`config.mk`:
```
export PLATFORM = sky130hd
export DESIGN_NAME = regfile_wb_arbiter
export DESIGN_NICKNAME = d
export VERILOG_FILES = /design/src/rtl/regfile_wb_arbiter.sv
export SDC_FILE = /design/constraint.sdc
export NUM_CORES = 1
export LEC_CHECK = 0
export CORE_MARGIN = 3
export CORE_UTILIZATION = 58
export CTS_CLUSTER_SIZE = 14
export DETAILED_ROUTE_END_ITERATION = 8
export GPL_TIMING_DRIVEN = 0
export HOLD_SLACK_MARGIN = 0.03
export PLACE_DENSITY = 0.95
export SLEW_MARGIN = 20
export SYNTH_ARGS = -nofsm -noshare
export SYNTH_HDL_FRONTEND = slang
export SYNTH_SLANG_ARGS = --single-unit
```
`constraint.sdc`:
```
create_clock -name i_clk -period 3.75 [get_ports i_clk]
set_input_delay 0.5625 -clock i_clk [delete_from_list [all_inputs] [get_ports i_clk]]
set_output_delay 0.5625 -clock i_clk [all_outputs]
set_load 0.01 [all_outputs]
```
`src/rtl/regfile_wb_arbiter.sv`:
```
// Register-file writeback arbiter: merges an unstalled ALU port (A) and a
// FIFO-buffered valid/ready port (B) into one registered SRAM write port.
module regfile_wb_arbiter #(
  parameter int WIDTH        = 32,
  parameter int DEPTH        = 32,
  parameter int QDEPTH       = 4,
  parameter int STARVE_LIMIT = 8
) (
  input  logic                       i_clk,
  input  logic                       i_rst,
  input  logic                       i_a_valid,
  input  logic [$clog2(DEPTH)-1:0]   i_a_addr,
  input  logic [WIDTH-1:0]           i_a_data,
  input  logic                       i_b_valid,
  output logic                       o_b_ready,
  input  logic [$clog2(DEPTH)-1:0]   i_b_addr,
  input  logic [WIDTH-1:0]           i_b_data,
  output logic                       o_w_e,
  output logic [$clog2(DEPTH)-1:0]   o_w_addr,
  output logic [WIDTH-1:0]           o_w_data,
  input  logic [$clog2(DEPTH)-1:0]   i_q0_addr,
  output logic                       o_q0_busy,
  input  logic [$clog2(DEPTH)-1:0]   i_q1_addr,
  output logic                       o_q1_busy,
  output logic                       o_starve,
  output logic [$clog2(QDEPTH):0]    o_b_count
);

  localparam int AW = $clog2(DEPTH);
  localparam int PW = $clog2(QDEPTH);
  localparam int CW = PW + 1;

  logic [AW-1:0]    mem_addr [QDEPTH];
  logic [WIDTH-1:0] mem_data [QDEPTH];
  logic [PW-1:0]    rd_ptr, wr_ptr;
  logic [CW-1:0]    count;
  logic [7:0]       starve_cnt, starve_nxt;
  logic             a_eff, b_store, fifo_empty, deq;
  logic [PW-1:0]    idx;

  assign o_b_count = count;

  always_comb begin
    a_eff      = i_a_valid && (i_a_addr != '0);
    fifo_empty = (count == '0);
    o_b_ready  = !i_rst && (count < CW'(QDEPTH));
    // Register-0 writes complete the handshake but never occupy a slot.
    b_store    = i_b_valid && o_b_ready && (i_b_addr != '0);
    deq        = !a_eff && !fifo_empty;
  end

  always_comb begin
    starve_nxt = starve_cnt;
    if (fifo_empty || deq)
      starve_nxt = '0;
    else if (a_eff && (starve_cnt != 8'(STARVE_LIMIT)))
      starve_nxt = starve_cnt + 8'd1;
  end

  // Only occupied slots (rd_ptr .. rd_ptr+count-1) are searched.
  always_comb begin
    o_q0_busy = 1'b0;
    o_q1_busy = 1'b0;
    idx       = '0;
    for (int unsigned k = 0; k < QDEPTH; k++) begin
      idx = rd_ptr + PW'(k);
      if (CW'(k) < count) begin
        if (mem_addr[idx] == i_q0_addr) o_q0_busy = 1'b1;
        if (mem_addr[idx] == i_q1_addr) o_q1_busy = 1'b1;
      end
    end
    if (i_q0_addr == '0) o_q0_busy = 1'b0;
    if (i_q1_addr == '0) o_q1_busy = 1'b0;
  end

  always_ff @(posedge i_clk) begin
    if (i_rst) begin
      o_w_e      <= 1'b0;
      o_w_addr   <= '0;
      o_w_data   <= '0;
      rd_ptr     <= '0;
      wr_ptr     <= '0;
      count      <= '0;
      starve_cnt <= '0;
      o_starve   <= 1'b0;
    end else begin
      if (a_eff) begin
        o_w_e    <= 1'b1;
        o_w_addr <= i_a_addr;
        o_w_data <= i_a_data;
      end else if (deq) begin
        o_w_e    <= 1'b1;
        o_w_addr <= mem_addr[rd_ptr];
        o_w_data <= mem_data[rd_ptr];
      end else begin
        o_w_e    <= 1'b0;
      end

      if (b_store) begin
        mem_addr[wr_ptr] <= i_b_addr;
        mem_data[wr_ptr] <= i_b_data;
        wr_ptr           <= wr_ptr + PW'(1);
      end
      if (deq)
        rd_ptr <= rd_ptr + PW'(1);

      case ({b_store, deq})
        2'b10:   count <= count + CW'(1);
        2'b01:   count <= count - CW'(1);
        default: count <= count;
      endcase

      starve_cnt <= starve_nxt;
      o_starve   <= (starve_nxt == 8'(STARVE_LIMIT));
    end
  end

endmodule

```
==> results.ini <==
[outcome]
status = completed

[yosys]
synth_nets = 727
synthTopCellsByCount = edfxtp_1 (148), nand2_1 (79), nor2_1 (58), dfxtp_1 (56), mux4_2 (44)
yosysWarnings = 0
syn_inst = 629
synth_edf_count = 148
synth_area_leaders = edfxtp_1 (50%), dfxtp_1 (13%), mux4_2 (11%), a311oi_1 (3.3%), nand2_1 (3.3%)
yosys.area.top_type = edfxtp_1
yosys.area.top_type_share_pct = 49.7
synth.avg_cell_area_um2 = 14.2
synthMostInstantiatedCell = edfxtp_1
ys_seq_area_share_pct = 62.2
postSynth.asyncResetShare_pct = 0
synth_area_um2 = 8950
synthFlopType = edfxtp_1
synth-seq-cells = 204
yosysUniqueCellTypes = 49

[pwr]
clkPwrFrac_pct = 29.1
irDropWorstVdd_v = 0.000457
p_leak_nw = 3.70
pwr-share-comb_pct = 31.8
power_switching_mw = 2.20
seqPwrFrac_pct = 39.1
power_density_nw_per_um2 = 628
power.share.switching_pct = 31.3
p_int_mw = 4.82

[cells_and_area]
drive_gt1_share_pct = 14.1
antenna_cells = 0
fin_nets = 875
syn2layout_area_growth_pct = 24.8
fin_util_pct = 75.4

[clock_tree]
insertion_delay_ps = 510
cts_buffers = 21
cts_max_level = 1
path_clk_slew_ps = 60
clockRootBuffer = clkbuf_16
cts_buffer_depth = 3
tritoncts = yes
clock_sinks = 204
ctsHoldBuffers = 0

[setup_path]
reg2reg_depth = 7
reg2reg_to = o_w_data[2]$_SDFFE_PP0P_
endpoint = o_q0_busy
regToRegSetupSlack_ps = 1100
required_ps = 3190
cp_max_fo = 10
crit_start = rd_ptr[0]$_SDFFE_PP0P_
endpoint_kind = output port
start_kind = flop
arrival_ps = 3010
worstSetupPathType = flop to output port
rr_startpoint = o_b_count[1]$_SDFFE_PP0P_

[place]
gp_congestion = 0.916
io_buffers = 122
post-place-ws_ps = 600
place_hpwl_um = 15800

[floorplanning]
die_area_um2 = 17000
core-area_um2 = 14800
die_w_um = 130
initial_utilization_pct = 60.4
die_h_um = 130
ios = 133
rows = 44

[global_route]
grt_pass1_wl_um = 35400
grt_usage_pct = 27.5
grt_pass1_vias = 6454
overflow = 0
grt_max_degree = 25
antenna_found_initial = 0

[detailed_routing]
wl_um = 23300
first_pass_iters = 5
drc = 0
first_iter_violations = 527
wl_per_cell_um = 23.8
via_count = 6178
viasPerCell = 6.33
ant_nets = 0

[timing]
setup_ws_ps = 178
relSlewSlack_pct = 55.0
fmax_mhz = 280
min_period_over_period_pct = 95.2
skew_ps = 30.1
hold_slack_ps = 489
finalSetupTns_ps = 0
fin_crit_ps = 3570
finalHoldViolCount = 0
rsz0062_at_grt = false
drv_slew = 0
tightest_slew_ps = 674
finalSetupViolCount = 0

[hold_path]
min_path_type = flop to flop

[run]
maxCapViolations = 0

-- worst min path at each step --
stage                         startpoint                         to  slack [ps]  cells past startpoint
6_report       o_w_data[28]$_SDFFE_PP0P_  o_w_data[28]$_SDFFE_PP0P_         490                      2
5_1_grt         o_w_data[7]$_SDFFE_PP0P_   o_w_data[7]$_SDFFE_PP0P_         510                      2
4_1_cts        o_w_data[28]$_SDFFE_PP0P_  o_w_data[28]$_SDFFE_PP0P_         490                      2
3_5_place_dp   o_w_data[31]$_SDFFE_PP0P_  o_w_data[31]$_SDFFE_PP0P_         470                      2
3_3_place_gp   o_w_data[25]$_SDFFE_PP0P_  o_w_data[25]$_SDFFE_PP0P_         470                      2
2_1_floorplan   o_w_addr[1]$_SDFFE_PP0P_   o_w_addr[1]$_SDFFE_PP0P_         500                      2
-- power groups by stage --
stage               Combinational, mW  Clock, mW  Sequential, mW
floorplan                        1.39          0            2.79
global placement                 2.08          0            2.76
detailed placement               2.18          0            2.77
CTS                              2.22       2.06            2.73
global route                     2.39       2.14            2.75
finish                           2.23       2.04            2.74
-- stage by stage --
stage	power [mW]	std cells	cell area [um2]
final	7.01	976	11200
after CTS	7.00	977	11200
after floorplan	4.17	629	8950
after global routing	7.28	976	11200
after detailed placement	4.95	939	10500
after global placement	4.83	935	10400
-- layout make-up --
cell class	instances	area, um2
multi-input combinational	371	3130
fill	828	3640
clock buffer	28	562
buffer	45	226
tap	184	230
sequential	204	5570
timing repair buffer	126	1310
clock inverter	10	110
inverter	8	30.0
-- sequential cells by signal, indices dropped and copies added, names as in the netlist, named ones only --
name / cells
starve_cnt: 8
o_b_count: 3
mem_data: 128
o_w_addr: 5
mem_addr: 20
rd_ptr: 2
wr_ptr: 2
o_starve: 1
o_w_e: 1
o_w_data: 32
-- cell usage in the layout, fill, tap and decap left out, drive strengths merged, types with 3 or more instances in the layout --
master and instances:
nor4 4, xor2 30, and2 4, nor3 5, clkbuf 54, o21ai 5
buf 23, a311oi 34, edfxtp 148, a211oi 3, inv 9, mux4 46
or4 4, o31ai 4, clkdlybuf4s50 122, a21oi 13, nand3 6, clkinv 7
nand2 79, dfxtp 56, nand4 6, nor2 58, mux2i 16, xnor2 26
ha 10
-- per-layer routing --
metal / up-vias / global-route usage, % / wire, um
li1: 2675 / - / -
met4: 0 / 12.2 / 1010
met3: 73 / 4.95 / 1880
met2: 359 / 47.5 / 11900
met1: 3071 / 34.0 / 8440
met5: - / 0 / 0
-- kinds of logic after synthesis --
logic type / count (synthesis) / share of synthesized area [%]
xor gates and xnor gates: 56 / 5.48
adders and majority gates: 10 / 1.40
DFF: 204 / 62.2
and+or+nand+nor: 175 / 8.57
buffers and inverters: 54 / 2.88
AOI/OAI and AO/OA: 67 / 5.83
muxes: 63 / 13.6
-- critical path, stage by stage, from the launching register on --
cell             delay [ps]
dfxtp_1                 330
buf_6                   140
buf_12                  140
mux2i_1                 400
mux2i_1                 160
xor2_1                  170
nor4_1                  340
a21oi_1                 110
a21oi_1                 170
clkdlybuf4s50_1         550
-- timing repair --
action,in CTS,in global routing
gates resized for setup,0,3
endpoints found under the setup margin,0,2
setup buffers,0,0
No activity file was read; power rests on OpenSTA's default activity.
